$ cat config.mk
export PLATFORM = sky130hd
export DESIGN_NAME = priority_arbiter_ctrl
export DESIGN_NICKNAME = d
export VERILOG_FILES = /design/src/rtl/priority_arbiter_ctrl.sv
export SDC_FILE = /design/constraint.sdc
export NUM_CORES = 1
export LEC_CHECK = 0
export CAP_MARGIN = 15
export CORE_UTILIZATION = 38
export DETAILED_ROUTE_END_ITERATION = 10
export HOLD_SLACK_MARGIN = 0.03
export PLACE_DENSITY = 0.58
export SLEW_MARGIN = 10
export SYNTH_ARGS = -nofsm -noshare
export SYNTH_HDL_FRONTEND = slang
export SYNTH_SLANG_ARGS = --single-unit
export TNS_END_PERCENT = 1
$ cat constraint.sdc
create_clock -name clk -period 8.8 [get_ports clk]
set_clock_uncertainty 0.1 [all_clocks]
set_input_delay 0.88 -clock clk [delete_from_list [all_inputs] [get_ports clk]]
set_output_delay 0.88 -clock clk [all_outputs]
set_load 0.01 [all_outputs]
$ cat src/rtl/priority_arbiter_ctrl.sv
// ---------------------------------------------------------------------------
// priority_arbiter_ctrl
//
// Shares one downstream resource among 8 requesters. At each arbitration the
// winner is chosen either by fixed priority (index 7 highest) or by a rotating
// round-robin pointer. The winner is presented as a one-hot grant and a 3-bit
// index. The grant is kept until the owner drops its request or until it has
// been held MAX_HOLD cycles. Every grant is followed by exactly one dead cycle
// (RELEASE) before the next grant, giving the downstream bus a turnaround slot.
//
// Parameters:
//   NREQ      number of requesters (fixed at 8, 3-bit index)
//   MAX_HOLD  maximum consecutive cycles for one grant, 0 = unlimited (0..255)
//
// Ports:
//   clk        system clock, rising edge
//   rst        asynchronous reset, active high
//   req        request vector, bit i belongs to requester i
//   mode       0 = fixed priority, 1 = round-robin (sampled at arbitration)
//   gnt        registered one-hot grant, zero when no grant is active
//   gnt_idx    registered index of the granted requester, zero when idle
//   gnt_valid  high while a grant is active (equals |gnt)
//   timeout    one-cycle pulse while RELEASE follows a hold-limit revocation
// ---------------------------------------------------------------------------
module priority_arbiter_ctrl #(
  parameter int NREQ     = 8,
  parameter int MAX_HOLD = 16
) (
  input  logic            clk,
  input  logic            rst,
  input  logic [NREQ-1:0] req,
  input  logic            mode,
  output logic [NREQ-1:0] gnt,
  output logic [2:0]      gnt_idx,
  output logic            gnt_valid,
  output logic            timeout
);

  typedef enum logic [1:0] {
    IDLE    = 2'd0,
    GRANT   = 2'd1,
    RELEASE = 2'd2
  } state_t;

  // The hold limit compares against the last legal count value, so a grant
  // taken with hold_cnt = 0 is visible for exactly MAX_HOLD cycles.
  localparam logic       HOLD_EN   = (MAX_HOLD != 0);
  localparam logic [7:0] HOLD_LAST = (MAX_HOLD == 0) ? 8'd255 : 8'(MAX_HOLD - 1);

  state_t          state, state_n;
  logic [NREQ-1:0] gnt_n;
  logic [2:0]      gnt_idx_n;
  logic            gnt_valid_n;
  logic            timeout_n;
  logic [7:0]      hold_cnt, hold_cnt_n;
  logic [2:0]      rr_ptr, rr_ptr_n;

  logic [2:0]      start_ptr;
  logic [2:0]      cand;
  logic [2:0]      win_idx;
  logic            win_found;

  // Winner selection. Fixed priority is the round-robin search started from
  // index 7, so both modes share one descending, wrapping scan.
  always_comb begin
    start_ptr = mode ? rr_ptr : 3'd7;
    cand      = 3'd0;
    win_idx   = 3'd0;
    win_found = 1'b0;
    for (int k = 0; k < NREQ; k++) begin
      cand = start_ptr - 3'(k);
      if (!win_found && req[cand]) begin
        win_found = 1'b1;
        win_idx   = cand;
      end
    end
  end

  // Next-state and next-output logic. All outputs are computed here and
  // registered below, so nothing in req reaches an output combinationally.
  always_comb begin
    state_n     = state;
    gnt_n       = gnt;
    gnt_idx_n   = gnt_idx;
    gnt_valid_n = gnt_valid;
    timeout_n   = 1'b0;
    hold_cnt_n  = hold_cnt;
    rr_ptr_n    = rr_ptr;

    case (state)
      IDLE, RELEASE: begin
        gnt_n       = '0;
        gnt_idx_n   = 3'd0;
        gnt_valid_n = 1'b0;
        hold_cnt_n  = 8'd0;
        if (win_found) begin
          state_n     = GRANT;
          gnt_n       = NREQ'(1) << win_idx;
          gnt_idx_n   = win_idx;
          gnt_valid_n = 1'b1;
        end else begin
          state_n = IDLE;
        end
      end

      GRANT: begin
        if (!req[gnt_idx] || (HOLD_EN && (hold_cnt == HOLD_LAST))) begin
          // The last owner becomes lowest priority for round-robin.
          state_n     = RELEASE;
          gnt_n       = '0;
          gnt_idx_n   = 3'd0;
          gnt_valid_n = 1'b0;
          hold_cnt_n  = 8'd0;
          rr_ptr_n    = gnt_idx - 3'd1;
          timeout_n   = req[gnt_idx];
        end else begin
          // Saturation only matters with the limit disabled.
          hold_cnt_n = (hold_cnt == 8'd255) ? hold_cnt : hold_cnt + 8'd1;
        end
      end

      default: begin
        state_n     = IDLE;
        gnt_n       = '0;
        gnt_idx_n   = 3'd0;
        gnt_valid_n = 1'b0;
        hold_cnt_n  = 8'd0;
      end
    endcase
  end

  // State and output registers. Reset drops a live grant immediately,
  // without passing through RELEASE.
  always_ff @(posedge clk or posedge rst) begin
    if (rst) begin
      state     <= IDLE;
      gnt       <= '0;
      gnt_idx   <= 3'd0;
      gnt_valid <= 1'b0;
      timeout   <= 1'b0;
      hold_cnt  <= 8'd0;
      rr_ptr    <= 3'd7;
    end else begin
      state     <= state_n;
      gnt       <= gnt_n;
      gnt_idx   <= gnt_idx_n;
      gnt_valid <= gnt_valid_n;
      timeout   <= timeout_n;
      hold_cnt  <= hold_cnt_n;
      rr_ptr    <= rr_ptr_n;
    end
  end

endmodule
==> results.yml <==
final_layout:
  fillers: 514
  multiInputGateArea_sq_um: 1370
  areaGrowthSynthToFinish_pct: 14.3
  fin_area_sq_um: 2410
  drive_above_1_share: 0.119
  regArea_sq_um: 629
  nNetsFinal: 258
  insertedDiodeCount: 0
floorplan:
  fp.dieH_microns: 76.4
  die-area_sq_um: 5840
  io_pins: 24
  initial_utilization: 0.402
  core_sq_um: 5240
  rows: 26
  die_w_microns: 76.4
sta:
  fmax_mhz: 206
  post-route-min-period_ps: 4850
  grt_setup_unrepaired: "false"
  final_hold_viol_count: 0
  max_slew_margin: 0.390
  final-max-slew-violation-count: 0
  setup-violations-final: 0
  tightest_slew_ps: 915
  period_share: 0.551
  setup_tns_ps: 0
clocking:
  numCtsBuffers: 3
  postCtsHoldBufs: 0
  clkTransAtPathRegs_ps: 90
  htreeDepth: 1
  clk_latency_ps: 270
  post_cts_buffers: 0
  cts_root_buf: "clkbuf_8"
  cts_sinks: 25
  ctsResizeCount: 0
  cts_tree: "done"
  clock_path_buffers: 2
route:
  vias: 1883
  drt-total-wl_microns: 5360
  wl_per_cell_microns: 17.1
  firstDrtPassIters: 4
  routed_via_density: 6.02
  drtIter0Drc: 96
  drtAntennaViolNets: 0
  drc: 0
critical_path:
  r2r-start: "rr_ptr[1]"
  cpPeakStageDelay_ps: 710
  cpLargestDelayFamily: "simple AND/OR/NAND/NOR gates"
  crit_arrival_ps: 4920
  critPathKind: "in2reg"
  cp.required_ps: 8870
  cp-startpoint: "mode"
  cpMaxStageDelayCell: "clkdlybuf4s50_1"
  crit_buf_inv: 2
  cp-end-kind: "flip-flop"
  cp_max_fo: 14
  start_kind: "primary input"
  cp_cell_sequence: "clkdlybuf4s50_1 -> nor2b_2 -> inv_2 -> ha_1 -> xnor2_1 -> mux2_2 -> or4b_1 -> nor3_2 -> o221ai_1 -> a32o_1"
global_route:
  grt_first_pass_wirelength_microns: 9210
  met1_usage: 0.297
  grt_use_met2: 0.290
  grt_overflow: 0
  grt_max_degree: 26
  grt_pass1_vias: 1786
  met3_usage: 0.0216
  busiest_layer: "met1"
  grt_usage: 0.199
  antenna_found_initial: 0
logic_synthesis:
  yosysMostFrequentCell: "dfrtp_1"
  synth_nets: 243
  synth-edff-count: 0
  yosysWarnings: 0
  synth.avg_cell_area_sq_um: 9.20
  synth_ff_type: "dfrtp_1"
  synth_seq_area_share: 0.299
  ys_async_sr_fraction: 1.00
  syn-cell-area_sq_um: 2110
  synthTopCellsByCount: "dfrtp_1 (22), nand2_1 (19), nor2_1 (17), mux2i_1 (11), nand3_1 (11)"
  synth-seq-cells: 25
  syn-instance-count: 229
  synthTopCellsByArea: "dfrtp_1 (26%), mux4_2 (8.6%), mux2i_1 (5.2%)"
  synth_top_area_cell: "dfrtp_1"
  yosysTopAreaCellShare: 0.261
  synth_cell_types: 65
placed_design:
  place_area_sq_um: 2360
  dp_hpwl_microns: 3940
  port_buffers: 23
  routabilityCongestion: 0.912
power:
  power.density_nw_per_um2: 320
  ir_worst_vdd_v: 0.000256
  p_leak_nw: 0.967
flow_run:
  max_cap_violations: 0
outcome:
  status: "completed"
hold_path:
  hp-start: "gnt[2]"
  worstHoldPathType: "reg2reg"
==> cell families after synthesis <==
kind of cell | synth area share
AND/OR/NAND/NOR | 0.204
buffers and inverters | 0.0529
AO/OA/AOI/OAI | 0.227
flip-flops | 0.299
XOR/XNOR | 0.0291
adder cells (fa/ha/maj) | 0.0178
multiplexers | 0.170
==> placed cells by master (no fill, tap or decap), types with 3 or more instances in the layout <==
| cell | count |
|---|---|
| clkdlybuf4s50_1 | 23 |
| dfrtp_1 | 22 |
| nand2_1 | 19 |
| nor2_1 | 17 |
| nand3_1 | 11 |
| mux2i_1 | 11 |
| inv_1 | 9 |
| mux4_2 | 8 |
| a211oi_1 | 8 |
| o21ai_0 | 8 |
| a21oi_1 | 6 |
| o21ai_1 | 6 |
| mux2_2 | 5 |
| xor2_1 | 5 |
| nor3_1 | 4 |
| a32o_1 | 4 |
| and2_1 | 3 |
| nand2b_1 | 3 |
| o22ai_1 | 3 |
| or3_1 | 3 |
| nor2b_1 | 3 |
| o211ai_1 | 3 |
| ha_1 | 3 |
| clkbuf_8 | 3 |
| dfstp_2 | 3 |
==> layer usage <==
layer  routed length (microns)  part of all wire
met5                         0                 0
met4                       105             0.020
met1                      2610              0.49
met2                      2360              0.44
met3                       287             0.054
==> where the power goes <==
part	internal (mW)	switching (mW)
sequential	0.154	0.0504
combinational	0.225	0.271
clock	0.0321	0.0371
==> registers in the layout, indices dropped and copies added, names as in the netlist <==
register and cells:
gnt_idx 3, gnt 8, hold_cnt 8, state 2, rr_ptr 3, timeout 1
==> metrics by stage <==
step	setup WS (ps)	power [mW]	hold slack, ps	std cells	util
after floorplan	4480	0.566	388	229	-
after global placement	3780	0.697	376	309	0.450
after detailed placement	3740	0.693	380	309	0.450
after CTS	4030	0.767	401	313	0.459
after global routing	3730	0.837	432	313	0.459
final	3950	0.769	396	313	0.459
==> path summary, 6_finish.rpt <==
| path | end | slack, ps | depth (start not counted) |
|---|---|---|---|
| max | gnt[6] | 3950 | 10 |
| min | gnt[2] | 400 | 2 |
| max reg2reg | gnt[6] | 4850 | 9 |
| min reg2reg | gnt[2] | 400 | 2 |
| max in group asynchronous | hold_cnt[0] | 7040 | 2 |
| min in group asynchronous | gnt[4] | 1000 | 2 |
==> layout make-up <==
cell class,instances,share of cell area
inverter,12,0.0187
sequential,25,0.262
clock buffer,3,0.0172
timing repair buffer,23,0.0957
multi-input combinational,179,0.567
clock inverter,1,0.00312
tap,70,0.0364
==> worst reg2reg max path: cells and delay by family (launching register included) <==
| kind | cells | cell delay, ps |
|---|---|---|
| simple gates | 3 | 1330 |
| xor+xnor | 1 | 570 |
| compound gates | 2 | 490 |
| flops | 1 | 470 |
| mux | 1 | 430 |
| fa+ha+maj | 1 | 260 |
| buf+inv | 1 | 210 |
No activity file was read; power rests on OpenSTA's default activity.
==> RTL edit 1: new RTL, same settings <==
`MAX_HOLD`: 16 -> 8.
--- a/src/rtl/priority_arbiter_ctrl.sv
+++ b/src/rtl/priority_arbiter_ctrl.sv
@@ -26,3 +26,3 @@
   parameter int NREQ     = 8,
-  parameter int MAX_HOLD = 16
+  parameter int MAX_HOLD = 8
 ) (
Formal check against the unedited RTL: not equivalent (Yosys sat finds a counterexample within 10 cycles, from zero or initial values and one cycle with rst high).
==> RTL edit 1 against the original RTL <==
Area after synthesis rose by 13%; worst hold slack improved by 0.0042 ns; clock power fell by 2.9%; via count rose by 15%; routed wire length rose by 14%; first-iteration DRC count rose by 74%; sequential cell count did not move; total power rose by 6.9%; core utilization fell by 1.7 points; cell area rose by 10%; global-route usage fell by 0.24 points; count of clock-buffer cells in the layout did not move; critical path depth rose by 1; worst setup slack got worse by 0.13 ns; critical path type unchanged; largest cell class unchanged; highest routed layer unchanged.
==> RTL edit 1: results (changes against the original RTL) <==
Layout Cells excl Fill=347 (+11%); Mapped Cells=264 (+15%); Place WS=3.62 ns (-0.120 ns); critical path arrival=5.04 ns (+0.12 ns); Pleak=1.06 nW (+10%); outcome=finished clean; share of layout cells above drive strength 1=0.140 (+0.0204); Total Wirelength=6120 µm (+14%); GR Util All Layers=0.196 (-0.00238); first-pass GRT wire length=9890 µm (+7.4%); top post-synthesis cells by count=nand2_1 (26), dfrtp_1 (22), nor2_1 (22); Synth cell types=63 (-3.1%); VDD IR max=0.149 mV (-42%); Clk. pwr=0.0000672 W (-2.9%); register area share after synthesis=0.264 (-0.0350); Max FO, Critical Path=13 (-1); min Tclk post-route=4.98 ns (+0.134 ns); R2R setup slack=4.70 ns (-0.15 ns); Reg2Reg Capture Point=gnt[4]$_DFFE_PP0P_; vias in the first global route=2,008 (+12%); Synth area leaders=dfrtp_1 (23%), mux4_2 (7.6%), mux2i_1 (6.3%); Synth Net Count=278 (+14%); final estimated routing congestion in global placement=0.919 (+0.77%); DP HPWL=4610 µm (+17%); nets=287 (+11%); Sw Pwr=0.000386 W (+7.5%); Iter 0 DRT Violations=167 (+74%); R2R depth=10 (+1)
==> RTL edit 1: layer usage <==
metal / share of wire / track usage / vias to the layer above
li1: - / - / 1008
met1: 0.45 / 0.261 / 1044
met2: 0.46 / 0.301 / 89
met3: 0.049 / 0.0270 / 22
met4: 0.044 / 0.118 / 0
met5: 0 / 0 / -
==> RTL edit 1: how the worst max path moves through the flow <==
stage	to
after global placement	gnt[6]$_DFFE_PP0P_
after CTS	gnt[4]$_DFFE_PP0P_
final	gnt[4]$_DFFE_PP0P_
after floorplan	gnt[4]$_DFFE_PP0P_
after detailed placement	gnt[4]$_DFFE_PP0P_
after global routing	gnt[7]$_DFFE_PP0P_
==> RTL edit 1: critical path: stages <==
cell	delay, ns
clkdlybuf4s50_1	0.71
nor2b_1	0.61
inv_1	0.39
ha_1	0.38
xnor2_1	0.31
mux4_2	0.60
o211ai_2	0.13
nor2_1	0.10
a221oi_1	0.54
nor2b_2	0.15
a32o_1	0.25
==> RTL edit 1: area by class of cell <==
type | instances | area, µm²
well taps | 75 | 93.8
fillers | 592 | 3340
clock inverters | 1 | 5.00
clock buffers | 3 | 41.3
repair buffers | 23 | 230
flip-flops and latches | 25 | 629
multi-input cells | 212 | 1620
inverters | 8 | 32.5
==> RTL edit 1: through the flow <==
step	util	area [µm²]	hold slack, ns	power, W
floorplan	-	2380	0.387	0.000619
detailed placement	0.434	2600	0.380	0.000751
CTS	0.442	2650	0.412	0.000823
finish	0.442	2650	0.400	0.000822
global route	0.442	2650	0.434	0.000887
global placement	0.434	2600	0.381	0.000751
==> RTL edit 1: cell families after synthesis <==
family | synth area share
AOI/OAI and AO/OA | 0.212
xor gates and xnor gates | 0.0325
adders and majority gates | 0.0157
buffers and inverters | 0.0582
DFF | 0.264
muxes | 0.214
and+or+nand+nor | 0.203
==> RTL edit 2: new RTL, same flow settings <==
Made on the original files. Reset style: synchronous (`rst`), changed in one clocked block. Comments in the files are not updated.
--- a/src/rtl/priority_arbiter_ctrl.sv
+++ b/src/rtl/priority_arbiter_ctrl.sv
@@ -133,3 +133,3 @@
   // without passing through RELEASE.
-  always_ff @(posedge clk or posedge rst) begin
+  always_ff @(posedge clk) begin
     if (rst) begin
Formal check against the unedited RTL: differs if rst is asserted again (counterexample within 4 cycles, from zero or initial values and one cycle with rst high); with rst held inactive, the same outputs for 10 cycles.
==> RTL edit 2 against the original RTL <==
Routed wire length up 4.7%; sequential cell count unchanged; global-route usage shrank 0.54 points; area after synthesis is 5.3% higher; cell area rose by 3.7%; worst setup slack lost 0.50 ns.
Power is not compared: it rests on default switching activity, and its combinational part moved more than twofold at a synthesized area within 25%.
==> RTL edit 2: results (changes against the original RTL) <==
share of layout cells above drive strength 1=0.118 (-0.00147); Synth Net Count=271 (+12%); Layout Cells excl Fill=335 (+7.0%); outcome=finished clean; DP HPWL=4140 µm (+5.1%); first-pass GRT wire length=9490 µm (+3.1%); Diodes inserted=0 (unchanged); placed cell count=331 (+7.1%); register area share after synthesis=0.226 (-0.0733); Starting Density=0.398 (-0.00407); Post-synth top flop=dfxtp_1; nets=278 (+7.8%); Synth cell types=66 (+1.5%); min Tclk post-route=5.35 ns (+0.499 ns); ys async rst share=0 (-1.00); mux share of post-synthesis cell area=0.204 (+0.0342); top post-synthesis cells by count=dfxtp_1 (25), nand2_1 (21), nor2_1 (15); XOR/XNOR Fraction of Synth Area=0.0276 (-0.00148); met2 Usage GRT=0.305 (+0.0152); GRT met1 Usage=0.287 (-0.00941); critical path arrival=5.46 ns (+0.54 ns); Reg2Reg Capture Point=gnt[3]$_SDFFE_PP0P_; Initial DRT Pass Iterations=4 (unchanged); Synth area leaders=dfxtp_1 (23%), mux4_2 (12%), mux2i_1 (4.5%); hold path startpoint=gnt[6]$_SDFFE_PP0P_; R2R setup slack=4.27 ns (-0.58 ns); WHS Endpoint=gnt[6]$_SDFFE_PP0P_; Iter 0 DRT Violations=155 (+61%); WL met3=261 µm (-9.1%); FF-to-FF Start=rr_ptr[1]$_SDFFE_PP1P_; Worst Tran Pin Value=0.700 ns (-0.215 ns); GR Util All Layers=0.193 (-0.00545); pin count of the biggest net entering global routing=25 (-3.8%); Place WS=3.23 ns (-0.503 ns); Max FO, Critical Path=16 (+2); Synth Area in Adders=0.0169 (-0.000905); WL met1=2780 µm (+6.6%); metal2 WL=2540 µm (+7.2%); Worst Setup EP=gnt[3]$_SDFFE_PP0P_; vias in the first global route=1,836 (+2.8%); final estimated routing congestion in global placement=0.882 (-3.3%); compound-gate portion of the synthesized area=0.265 (+0.0375); Routed WL per cell=16.8 µm (-2.2%); Synth Area per Inst=8.63 µm² (-6.1%)
-- RTL edit 2: critical path: stages --
cell and delay (ns):
clkdlybuf4s50_1 0.76, nor2b_1 0.48, inv_1 0.34, ha_1 0.33, xnor2_1 0.55, mux4_2 0.62
or3_1 0.37, or4_4 0.54, or2_1 0.28, a21oi_2 0.16, a22o_1 0.14
-- RTL edit 2: per-stage QoR --
stage / util / hold WS [ns] / total power [W]
finish: 0.448 / 0.353 / 0.000416
global route: 0.448 / 0.383 / 0.000451
CTS: 0.448 / 0.357 / 0.000418
detailed placement: 0.440 / 0.346 / 0.000351
global placement: 0.440 / 0.343 / 0.000350
floorplan: - / 0.371 / 0.000295
-- RTL edit 2: area by class of cell --
type	count	area, µm²
Clock inverter	1	5.00
Multi-Input combinational cell	204	1600
Tap cell	72	90.1
Inverter	6	25.0
Fill cell	572	3080
Timing Repair Buffer	24	238
Sequential cell	25	500
Clock buffer	3	41.3
